--- src/rtl/fb_mem_arbiter.sv ---
// -----------------------------------------------------------------------------
// fb_mem_arbiter
//
// Two-port arbiter in front of the single framebuffer block-RAM port.
// Port 0 is the display scan-out reader (read-only, fixed priority).
// Port 1 is the fill-rect engine (read/write). It is protected from starvation:
// after STARVE_LIMIT consecutive lost cycles it is forced to win.
//
// Every accepted request becomes one RAM access in the following cycle.
// Reads return two cycles after acceptance on the port that issued them.
// A two-stage tag pipeline routes each return (valid + port id).
//
// Ports:
//   clk, rst_                 clock, synchronous active-low reset
//   p0_rts/p0_rtr/p0_addr     port 0 request handshake and word address
//   p0_rd_data/p0_rd_valid    port 0 read return
//   p1_rts/p1_rtr             port 1 request handshake
//   p1_op                     1 = write, 0 = read
//   p1_addr/p1_data/p1_wben   port 1 address, write data, byte enables
//   p1_rd_data/p1_rd_valid    port 1 read return
//   mem_en/mem_we/mem_addr/mem_wdata   registered RAM command
//   mem_rdata                 RAM read data, valid one cycle after mem_en
// -----------------------------------------------------------------------------
module fb_mem_arbiter #(
    parameter int ADDR_WIDTH   = 16,
    parameter int DATA_WIDTH   = 32,
    parameter int STARVE_LIMIT = 8
) (
    input  logic                    clk,
    input  logic                    rst_,

    input  logic                    p0_rts,
    output logic                    p0_rtr,
    input  logic [ADDR_WIDTH-1:0]   p0_addr,
    output logic [DATA_WIDTH-1:0]   p0_rd_data,
    output logic                    p0_rd_valid,

    input  logic                    p1_rts,
    output logic                    p1_rtr,
    input  logic                    p1_op,
    input  logic [ADDR_WIDTH-1:0]   p1_addr,
    input  logic [DATA_WIDTH-1:0]   p1_data,
    input  logic [DATA_WIDTH/8-1:0] p1_wben,
    output logic [DATA_WIDTH-1:0]   p1_rd_data,
    output logic                    p1_rd_valid,

    output logic                    mem_en,
    output logic [DATA_WIDTH/8-1:0] mem_we,
    output logic [ADDR_WIDTH-1:0]   mem_addr,
    output logic [DATA_WIDTH-1:0]   mem_wdata,
    input  logic [DATA_WIDTH-1:0]   mem_rdata
);

    localparam int         BE_WIDTH   = DATA_WIDTH / 8;
    localparam logic [3:0] STARVE_MAX = 4'(STARVE_LIMIT);

    logic [3:0]            starve_cnt;
    logic                  force1;
    logic                  grant0;
    logic                  grant1;
    logic                  xfer;

    // Command selected for the RAM in the next cycle.
    logic [ADDR_WIDTH-1:0] sel_addr;
    logic [BE_WIDTH-1:0]   sel_we;
    logic [DATA_WIDTH-1:0] sel_wdata;
    logic                  sel_is_read;
    logic                  sel_port;

    // Tag stage 1: travels alongside the RAM command (cycle N+1).
    // Tag stage 2 is the pair of rd_valid flops (cycle N+2).
    logic                  tag_valid;
    logic                  tag_port;

    // Port 1 wins when it is being starved out or when port 0 is idle.
    assign force1 = (starve_cnt == STARVE_MAX);
    assign grant1 = p1_rts & (force1 | ~p0_rts);
    assign grant0 = p0_rts & ~grant1;

    // Accept nothing while reset is asserted, so no access is queued
    // behind a reset edge.
    assign p0_rtr = grant0 & rst_;
    assign p1_rtr = grant1 & rst_;
    assign xfer   = p0_rtr | p1_rtr;

    // NOTE: every output of a combinational block gets a default first so
    // no path leaves it unassigned; otherwise synthesis infers a latch.
    always_comb begin
        sel_addr    = '0;
        sel_we      = '0;
        sel_wdata   = '0;
        sel_is_read = 1'b0;
        sel_port    = 1'b0;
        if (p1_rtr) begin
            sel_addr = p1_addr;
            sel_port = 1'b1;
            if (p1_op) begin
                // A write with all enables low still occupies the slot.
                sel_we    = p1_wben;
                sel_wdata = p1_data;
            end else begin
                sel_is_read = 1'b1;
            end
        end else if (p0_rtr) begin
            sel_addr    = p0_addr;
            sel_is_read = 1'b1;
        end
    end

    // NOTE: sequential state uses non-blocking assignments so every flop
    // samples values from before the edge, independent of statement order.
    always_ff @(posedge clk) begin
        if (!rst_) begin
            mem_en      <= 1'b0;
            mem_we      <= '0;
            mem_addr    <= '0;
            mem_wdata   <= '0;
            tag_valid   <= 1'b0;
            tag_port    <= 1'b0;
            p0_rd_valid <= 1'b0;
            p1_rd_valid <= 1'b0;
            starve_cnt  <= '0;
        end else begin
            mem_en      <= xfer;
            mem_we      <= sel_we;
            mem_addr    <= sel_addr;
            mem_wdata   <= sel_wdata;

            tag_valid   <= sel_is_read;
            tag_port    <= sel_port;
            p0_rd_valid <= tag_valid & ~tag_port;
            p1_rd_valid <= tag_valid &  tag_port;

            // Count consecutive cycles in which port 1 asks and loses.
            if (p1_rts && !p1_rtr) begin
                if (starve_cnt != STARVE_MAX) begin
                    starve_cnt <= starve_cnt + 4'd1;
                end
            end else begin
                starve_cnt <= '0;
            end
        end
    end

    // The RAM presents read data in the same cycle the return strobe is high.
    assign p0_rd_data = p0_rd_valid ? mem_rdata : '0;
    assign p1_rd_data = p1_rd_valid ? mem_rdata : '0;

endmodule

--- config.mk ---
export PLATFORM = sky130hd
export DESIGN_NAME = fb_mem_arbiter
export DESIGN_NICKNAME = d
export VERILOG_FILES = /design/src/rtl/fb_mem_arbiter.sv
export SDC_FILE = /design/constraint.sdc
export NUM_CORES = 1
export LEC_CHECK = 0
export CORE_MARGIN = 4
export CORE_UTILIZATION = 26
export DETAILED_ROUTE_END_ITERATION = 6
export PLACE_DENSITY = 0.76
export SLEW_MARGIN = 10
export SYNTH_ARGS = -nofsm -noshare
export SYNTH_HDL_FRONTEND = slang
export SYNTH_SLANG_ARGS = --single-unit
--- constraint.sdc ---
create_clock -name clk -period 1.6 [get_ports clk]
set_input_delay 0.48 -clock clk [delete_from_list [all_inputs] [get_ports clk]]
set_output_delay 0.48 -clock clk [all_outputs]
set_load 0.03 [all_outputs]
==> flow_metrics.py, run 1 <==
metrics = {
    "timing": {
        "fin_crit_ns": 1.823,
        "rsz0062_at_grt": "true",
        "slew_headroom_pct": 77.06,
        "finalSetupViolCount": 68,
        "worst_pin_slew_ns": 0.3455,
        "timing.final.crit_share_pct": 114.0,
        "slew_violations": 0,
        "setup_tns_ns": -3.685,
        "hold_violations": 0,
        "max_freq_ghz": 0.5484,
        "fin_ws_ns": -0.2233,
        "skew_ns": 0.008943,
    },
    "clock_network": {
        "root_buffer": "clkbuf_8",
        "cts_tree": "built",
        "worstSkewPairLatency_ns": 0.34,
        "cts_inserted_buffers": 9,
        "path_clk_slew_ns": 0.07,
        "clock-sinks": 61,
        "clk_path_buf_depth": 2,
        "htreeDepth": 3,
    },
    "pwr": {
        "power_mw": 3.855,
        "ir_drop_mv": 0.6005,
        "leakagePower_nw": 2.826,
        "powerDensity_mw_per_mm2": 718.8,
    },
    "logic_synthesis": {
        "syn-cell-area_sq_mm": 0.002256,
        "yosysWarningCount": 0,
        "avgSynthCellArea_sq_um": 10.35,
        "yosysSeqAreaShare_pct": 54.13,
        "ys_types": 25,
        "synthesis.nets": 325,
        "syn_inst": 218,
        "ys_seq_elements": 61,
    },
    "flow_run": {
        "cap_violations": 0,
    },
    "floorplan": {
        "die_area_sq_mm": 0.01023,
        "dieHeight_um": 101.2,
        "die_w_um": 101.2,
        "io-pin-count": 226,
        "start_util_pct": 27.05,
        "fp-row-count": 33,
        "fp.coreArea_sq_mm": 0.008341,
    },
    "global_route": {
        "grtUsageTotal_pct": 18.60,
        "grt_pass1_vias": 2721,
        "antenna_found_initial": 0,
        "grt_pass1_wl_um": 14370,
        "grt_max_degree": 29,
        "grt_overflow": 0,
    },
    "setup_path": {
        "arrival_ns": 1.34,
        "cp-end-kind": "primary output",
        "cp-start-kind": "flop",
        "critical_path_class": "flop to primary output",
        "critical_path_required_ns": 1.12,
        "cp_max_fo": 3,
    },
    "detailed_routing": {
        "first_pass_iters": 4,
        "vias": 2534,
        "drt-total-wl_um": 9797,
        "drc": 0,
        "wl_per_cell_um": 17.16,
        "via_per_inst": 4.438,
        "ant_nets": 0,
        "dr.first_iter.drc_count": 64,
    },
    "placed_design": {
        "hpwlAfterDp_um": 6575,
        "port_buffers": 225,
        "place_congestion": 0.7079,
    },
    "status": {
        "status": "finished, violations left",
        "failed_checks": "setup timing",
    },
    "finish": {
        "drive_gt1_share_pct": 40.77,
        "multi_input_area_sq_mm": 0.001104,
        "final_nets": 568,
        "diodes": 0,
        "area_growth_pct": 137.7,
        "n_fill_cell": 682,
        "seq_area_sq_mm": 0.001231,
    },
    "hold_path": {
        "hold_path_class": "flop to flop",
    },
}
synth_stat cells:
library cell / instances / area share (%)
and2_1: 64 / 18
dfxtp_1: 61 / 54
and3_1: 37 / 10
clkbuf_1: 9 / 1.5
a22o_1: 8 / 3.1
a22o_2: 8 / 3.5
inv_1: 5 / 0.83
nor2_1: 5 / 0.83
clkbuf_2: 3 / 0.67
ha_1: 2 / 1.1
nand2_1: 2 / 0.33
a21o_1: 1 / 0.33
a21oi_1: 1 / 0.22
a21oi_4: 1 / 0.72
buf_2: 1 / 0.22
buf_4: 1 / 0.33
buf_6: 1 / 0.50
buf_8: 1 / 0.67
nand3_1: 1 / 0.22
nand3b_4: 1 / 0.89
nand4_1: 1 / 0.28
o211a_1: 1 / 0.44
o21a_1: 1 / 0.33
xnor2_1: 1 / 0.39
xor2_1: 1 / 0.39
flip-flops by register name (all words and copies together) (netlist names):
register	count
tag_port	1
mem_addr	16
p0_rd_valid	1
mem_we	4
mem_wdata	32
tag_valid	1
mem_en	1
p1_rd_valid	1
starve_cnt	4
layer usage:
| metal | part of all wire (%) | wire length, um | GRT usage (%) |
|---|---|---|---|
| met4 | 2.2 | 213 | 6.748 |
| met2 | 53 | 5231 | 35.16 |
| met5 | 0 | 0 | 0 |
| met3 | 12 | 1164 | 7.576 |
| met1 | 33 | 3188 | 18.00 |
logic make-up after synthesis:
kind of cell	synth area share, %
compound gates	8.708
xor+xnor	0.7766
fa+ha+maj	1.109
buf+inv	4.714
flops	54.13
simple gates	30.56
final cells by class:
cell class                 instances  area share [%]
tap                              105           2.450
clock inverter                     5           1.517
clock buffer                      11           2.636
timing repair buffer             248           49.51
inverter                           5          0.3500
multi-input combinational        136           20.58
sequential                        61           22.96
per-stage QoR:
stage / setup slack, ns / hold slack [ns] / cells / utilization [%] / cell area (sq um)
finish: -0.2233 / 0.4110 / 571 / 64.30 / 5363
global route: -0.2949 / 0.4316 / 571 / 64.30 / 5363
CTS: -0.2450 / 0.4140 / 576 / 65.71 / 5480
detailed placement: -0.3989 / 0.4027 / 540 / 54.61 / 4554
global placement: -0.3876 / 0.3888 / 540 / 54.61 / 4554
floorplan: 0.02354 / 0.3828 / 218 / - / 2273
worst max-delay path, stage by stage, from the launching register on:
cell,delay [ns]
dfxtp_2,0.33
inv_2,0.06
ha_4,0.14
nand3b_4,0.09
o211a_1,0.25
buf_6,0.15
layout by cell type, fill, tap and decap left out, types with 2 or more instances in the layout:
| cell type | netlist | final |
|---|---|---|
| clkdlybuf4s50_1 | 0 | 69 |
| dlygate4sd2_1 | 0 | 66 |
| buf_6 | 1 | 66 |
| and2_4 | 0 | 64 |
| dfxtp_1 | 61 | 57 |
| and3_1 | 37 | 37 |
| dlymetal6s2s_1 | 0 | 17 |
| buf_12 | 0 | 12 |
| clkbuf_8 | 0 | 10 |
| buf_4 | 1 | 9 |
| a22o_1 | 8 | 8 |
| a22o_2 | 8 | 8 |
| nor2_1 | 5 | 5 |
| buf_8 | 1 | 4 |
| inv_1 | 5 | 3 |
| clkdlybuf4s15_1 | 0 | 3 |
| inv_2 | 0 | 2 |
| bufinv_16 | 0 | 2 |
| dfxtp_4 | 0 | 2 |
| dfxtp_2 | 0 | 2 |
path summary, 6_finish.rpt:
path                                    from                       end  slack (ns)  cells after the start
setup / recovery  starve_cnt[0]$_SDFFE_PN0N_                    p0_rtr       -0.22                      5
hold / removal           tag_port$_SDFF_PN0_    p0_rd_valid$_SDFF_PN0_        0.41                      1
setup reg to reg  starve_cnt[0]$_SDFFE_PN0N_  mem_wdata[30]$_SDFF_PN0_        0.14                      7
hold reg to reg          tag_port$_SDFF_PN0_    p0_rd_valid$_SDFF_PN0_        0.41                      1
power by group:
part           switching (mW)  internal [mW]  total, mW
Sequential             0.0190           1.56       1.58
Combinational           0.331          0.422      0.753
Clock                   0.597          0.923       1.52
Total                   0.947           2.91       3.85
what timing repair did:
action / 4_1_cts / 5_1_grt
gates cloned: 8 / 0
buffers inserted: 12 / 3
hold buffers: 0 / 0
pin swaps: 39 / 3
gates resized for setup: 214 / 29
endpoints found under the setup margin: 118 / 72
(Power assumes the default switching activity.)
==> inputs of run 2 (changes only) <==
Settings changed: CORE_UTILIZATION 26 to 32, CTS_BUF_LIST from default to sky130_fd_sc_hd__clkbuf_8, GPL_TIMING_DRIVEN from default to 0, PLACE_DENSITY 0.76 to 0.87.
Clock period 1.6 ns to 2.32 ns, I/O delays scaled along.
==> run 2 against run 1 <==
  * The run now ends clean
  * Die area shrank 17%
  * Critical path depth is 2 lower
  * Power fell by 35%
  * Utilization grew 5.1 points
  * Routed wire length decreased by 9.5%
  * Flip-flop and latch count unchanged
==> flow_metrics.py, run 2 (synthesis results as in run 1) <==
metrics = {
    "clock_network": {
        "root_buffer": "clkbuf_8",
        "htreeDepth": 3,
        "path_clk_slew_ns": 0.06,
        "cts_inserted_buffers": 9,
        "clk_path_buf_depth": 2,
        "worstSkewPairLatency_ns": 0.33,
        "clock-sinks": 61,
        "cts_tree": "built",
    },
    "global_route": {
        "grtUsageTotal_pct": 20.20,
        "antenna_found_initial": 0,
        "grt_overflow": 0,
        "grt_pass1_wl_um": 13170,
        "grt_pass1_vias": 2574,
        "grt_max_degree": 12,
    },
    "finish": {
        "final_nets": 565,
        "area_growth_pct": 110.1,
        "drive_gt1_share_pct": 23.54,
        "layout_commonest_cell": "clkdlybuf4s50_1",
        "layout_top_registers": "mem_wdata (32), mem_addr (16)",
        "diodes": 0,
        "post-route-util_pct": 69.40,
        "final_area_sq_mm": 0.004741,
        "regMostFlops": "mem_wdata",
        "final_cell_mix": "156 x clkdlybuf4s50_1, 64 x and2_1, 59 x dfxtp_1, 37 x and3_1, 32 x clkdlybuf4s15_2",
        "fin_cells": 559,
        "largest_reg_flops": 32,
        "n_fill_cell": 561,
    },
    "pwr": {
        "swShare_pct": 25.21,
        "leakagePower_nw": 2.129,
        "switching_power_mw": 0.6294,
        "clkPwrFrac_pct": 37.3,
        "p_int_mw": 1.868,
        "comb_power_share_pct": 19.0,
        "powerDensity_mw_per_mm2": 526.7,
        "ir_drop_mv": 0.4502,
        "seq_power_share_pct": 43.7,
    },
    "floorplan": {
        "die_w_um": 91.96,
        "start_util_pct": 33.02,
        "fp.coreArea_sq_mm": 0.006832,
        "io-pin-count": 226,
        "dieHeight_um": 91.96,
        "die_area_sq_mm": 0.008457,
        "fp-row-count": 30,
    },
    "setup_path": {
        "cp_max_fo": 2,
        "worstPathCellList": "clkdlybuf4s50_1, and2_1, clkdlybuf4s15_2",
        "slowest_stage": "clkdlybuf4s50_1",
        "arrival_ns": 1.60,
        "cp-start-kind": "input port",
        "cp-end-kind": "primary output",
        "max_stage_delay_ns": 0.48,
        "critical_path_required_ns": 1.62,
        "critical_path_class": "input port to primary output",
    },
    "hold_path": {
        "hold_path_class": "flop to flop",
    },
    "timing": {
        "timing.final.crit_share_pct": 99.07,
        "skew_ns": 0.009869,
        "finalSetupViolCount": 0,
        "fin_crit_ns": 2.299,
        "slew_headroom_pct": 75.49,
        "max_freq_ghz": 0.4351,
        "worst_pin_slew_ns": 0.3665,
        "slew_violations": 0,
        "hold_violations": 0,
    },
    "detailed_routing": {
        "via_per_inst": 4.419,
        "ant_nets": 0,
        "first_pass_iters": 4,
        "vias": 2470,
        "drc": 0,
        "dr.first_iter.drc_count": 32,
        "drt-total-wl_um": 8869,
        "wl_per_cell_um": 15.87,
    },
    "placed_design": {
        "dpl_cell_area_sq_mm": 0.004628,
        "place_congestion": 0.8508,
        "port_buffers": 225,
        "dpl.cell_count": 539,
        "hpwlAfterDp_um": 7266,
    },
    "status": {
        "status": "finished clean",
    },
    "flow_run": {
        "cap_violations": 0,
    },
}
-- run 2: cell count changes in the layout (fill, tap and decap cells not counted), moves of 17 or more --
| cell | before | now |
|---|---|---|
| clkdlybuf4s50_1 | 69 | 156 |
| buf_2 | 0 | 31 |
| clkdlybuf4s15_2 | 0 | 32 |
| and2_4 | 64 | 0 |
| dlymetal6s2s_1 | 17 | 0 |
| dlygate4sd2_1 | 66 | 2 |
| buf_6 | 66 | 3 |
| and2_1 | 0 | 64 |
-- run 2: power by group through the flow --
stage                     combinational [mW]  clock (mW)  sequential [mW]
after floorplan                        0.121           0             1.17
after global placement                 0.482           0             1.11
after detailed placement               0.488           0             1.11
after CTS                              0.483       0.955             1.09
after global routing                   0.501       0.998             1.09
final                                  0.475       0.931             1.09
-- run 2: final timing paths --
| check | startpoint | to | slack (ns) | cells past startpoint |
|---|---|---|---|---|
| worst max-delay path | mem_rdata[30] | p1_rd_data[30] | 0.02 | 3 |
| worst min-delay path | tag_port$_SDFF_PN0_ | p0_rd_valid$_SDFF_PN0_ | 0.40 | 1 |
| worst max register to register | starve_cnt[1]$_SDFFE_PN0N_ | mem_addr[3]$_SDFF_PN0_ | 0.79 | 7 |
| worst min register to register | tag_port$_SDFF_PN0_ | p0_rd_valid$_SDFF_PN0_ | 0.40 | 1 |
-- run 2: worst max-delay path: cells and delay by family --
family                 cells  cell delay [ns]
buffers and inverters      2             0.78
AND/OR/NAND/NOR            1             0.13
-- run 2: repair_timing --
action                                  in CTS  in global routing
pin swaps                                    2                  0
buffers inserted                             5                  0
hold buffers                                 0                  0
cloned                                       0                  0
resized for setup                          226                 56
endpoints found under the setup margin      66                 35
-- run 2: area by class of cell --
type | count | area, sq um | share of cell area (%)
timing repair buffer | 230 | 2166 | 45.68
sequential | 61 | 1224 | 25.81
multi-input combinational | 136 | 930.9 | 19.64
clock buffer | 10 | 137.6 | 2.903
tap | 96 | 120.1 | 2.534
buffer | 15 | 81.33 | 1.715
clock inverter | 6 | 62.56 | 1.320
inverter | 5 | 18.77 | 0.3959
-- run 2: through the flow --
stage | setup WS (ns) | hold slack, ns | power [mW] | setup TNS [ns]
2_1_floorplan | 0.3777 | 0.3828 | 1.294 | 0
3_3_place_gp | -1.041 | 0.3924 | 1.595 | -23.66
3_5_place_dp | -1.047 | 0.3962 | 1.603 | -23.98
4_1_cts | 0.0003304 | 0.4070 | 2.529 | 0
5_1_grt | -0.0004239 | 0.4297 | 2.592 | -0.0004239
6_report | 0.02148 | 0.4029 | 2.497 | 0
-- run 2: layer usage --
metal	up-vias	track usage [%]	part of all wire (%)
li1	1209	-	-
met1	1107	17.96	34
met2	145	39.78	54
met3	9	9.188	11
met4	0	6.312	1.3
met5	-	0	0
==> inputs of run 3 (changes only) <==
Settings changed: CORE_ASPECT_RATIO from default to 0.8.
==> run 3 against run 2 <==
  * Critical path depth stayed put
  * Power is 1.3% higher
  * Sequential share of layout area is 0.70 points lower
  * Highest routed layer unchanged
  * Hold slack hardly changed
  * Final cell count is 0.89% lower
  * Maximum frequency is 0.13% higher
  * Non-clock buffer count is 4 higher
  * Flip-flop and latch count stayed put
  * Clock power is 2.7% higher
  * Clock skew is 0.00081 ns lower
  * Cell area is 2.8% higher
==> flow_metrics.py, run 3 (synthesis results as in run 1) <==
metrics = {
    "clock_network": {
        "clk_path_buf_depth": 2,
        "hold_buffers": 0,
        "cts_inserted_buffers": 9,
        "cts_tree": "built",
        "root_buffer": "clkbuf_8",
        "clock-sinks": 61,
        "worstSkewPairLatency_ns": 0.33,
        "htreeDepth": 3,
        "path_clk_slew_ns": 0.07,
    },
    "timing": {
        "worst_pin_slew_ns": 0.3819,
        "timing.final.crit_share_pct": 98.95,
        "skew_ns": 0.009057,
        "hold_violations": 0,
        "setup_tns_ns": 0,
        "max_freq_ghz": 0.4356,
        "slew_headroom_pct": 74.46,
        "slew_violations": 0,
        "fin_crit_ns": 2.296,
        "finalSetupViolCount": 0,
        "rsz0062_at_grt": "true",
        "worst_hold_slack_ns": 0.4031,
    },
    "pwr": {
        "leakagePower_nw": 2.142,
        "ir_drop_mv": 0.4250,
        "power_mw": 2.529,
        "powerDensity_mw_per_mm2": 518.9,
    },
    "global_route": {
        "grt.busiest_layer": "met2",
        "grt_max_degree": 14,
        "met2_usage_pct": 39.25,
        "grt_pass1_vias": 2479,
        "grt_overflow": 0,
        "met3_usage_pct": 7.809,
        "grt_pass1_wl_um": 12690,
        "antenna_found_initial": 0,
        "grtUsageTotal_pct": 19.48,
        "gr-usage-met1_pct": 17.02,
    },
    "placed_design": {
        "dpl_cell_area_sq_mm": 0.004617,
        "hpwlAfterDp_um": 6960,
        "place_congestion": 0.7656,
        "port_buffers": 225,
    },
    "detailed_routing": {
        "drc": 0,
        "dr.first_iter.drc_count": 52,
        "vias": 2433,
        "via_per_inst": 4.392,
        "drt-total-wl_um": 8580,
        "ant_nets": 0,
        "wl_per_cell_um": 15.49,
        "first_pass_iters": 4,
    },
    "flow_run": {
        "cap_violations": 0,
    },
    "floorplan": {
        "die_area_sq_mm": 0.008466,
        "fp.coreArea_sq_mm": 0.006858,
        "fp-row-count": 27,
        "start_util_pct": 32.90,
        "io-pin-count": 226,
        "die_w_um": 101.9,
        "dieHeight_um": 83.10,
    },
    "hold_path": {
        "min_delay_path_depth": 1,
        "hold_path_class": "flop to flop",
        "holdPathEnd": "p0_rd_valid$_SDFF_PN0_",
        "hold_start": "tag_port$_SDFF_PN0_",
    },
    "setup_path": {
        "cp-end-kind": "primary output",
        "reg2reg_slack_ns": 0.75,
        "cp-start-kind": "input port",
        "rr_endpoint": "mem_wdata[26]$_SDFF_PN0_",
        "cp_max_fo": 2,
        "timing.rr.start": "starve_cnt[0]$_SDFFE_PN0N_",
        "arrival_ns": 1.60,
        "critical_path_required_ns": 1.62,
        "reg2reg_depth": 8,
        "critical_path_class": "input port to primary output",
    },
    "finish": {
        "final_nets": 569,
        "regMostFlops": "mem_wdata",
        "area_growth_pct": 116.0,
        "largest_reg_flops": 32,
        "final_area_sq_mm": 0.004873,
        "layout_commonest_cell": "clkdlybuf4s50_1",
        "drive_gt1_share_pct": 24.84,
        "final_cell_mix": "156 x clkdlybuf4s50_1, 64 x and2_1, 59 x dfxtp_1, 45 x clkdlybuf4s15_2, 37 x and3_1",
        "diodes": 0,
        "layout_top_registers": "mem_wdata (32), mem_addr (16)",
    },
    "status": {
        "status": "finished clean",
    },
}
-- run 3: worst max-delay path by stage --
stage                           start  slack, ns              to  cells past startpoint
3_3_place_gp                     rst_      -1.01          p1_rtr                      5
6_report                mem_rdata[18]       0.02  p1_rd_data[18]                      3
5_1_grt        p1_rd_valid$_SDFF_PN0_     -0.002   p1_rd_data[4]                      3
2_1_floorplan                  p1_rts       0.38          p1_rtr                      3
3_5_place_dp                     rst_      -1.06          p1_rtr                      5
4_1_cts                 mem_rdata[28]     0.0006  p1_rd_data[28]                      3
-- run 3: stage by stage --
step | util, % | instances | setup WS, ns
2_1_floorplan | - | 218 | 0.3777
3_3_place_gp | 67.32 | 530 | -1.014
3_5_place_dp | 67.32 | 530 | -1.056
4_1_cts | 72.19 | 552 | 0.0006486
5_1_grt | 71.06 | 554 | -0.002290
6_report | 71.06 | 554 | 0.02440
-- run 3: what timing repair did --
item                       4_1_cts  5_1_grt
setup endpoints to repair       66       35
hold endpoints to repair         0        0
gates resized for setup        214       48
pin swaps                        2        2
setup buffers                    6        2
-- run 3: final cells by class --
class / count / area [sq um]
clock buffers: 9 / 123.9
multi-input cells: 136 / 940.9
well taps: 87 / 108.9
clock inverters: 7 / 80.08
inverters: 5 / 18.77
repair buffers: 233 / 2280
plain buffers: 16 / 97.59
flip-flops and latches: 61 / 1224
fillers: 527 / 1984
-- run 3: critical path, stage by stage --
cell,delay (ns)
clkdlybuf4s50_1,0.47
and2_1,0.14
clkdlybuf4s15_2,0.29
-- run 3: power by group --
| group | switching (mW) | leakage (nW) | internal (mW) |
|---|---|---|---|
| clock network | 0.444 | 0.103 | 0.512 |
| registers | 0.0101 | 0.498 | 1.08 |
| logic | 0.209 | 1.54 | 0.275 |
| total | 0.663 | 2.14 | 1.87 |
-- run 3: metal layers --
metal  share of wire (%)  wire length (um)
met2                  55              4706
met4                 1.2               104
met5                   0                 0
met3                  11               975
met1                  33              2794
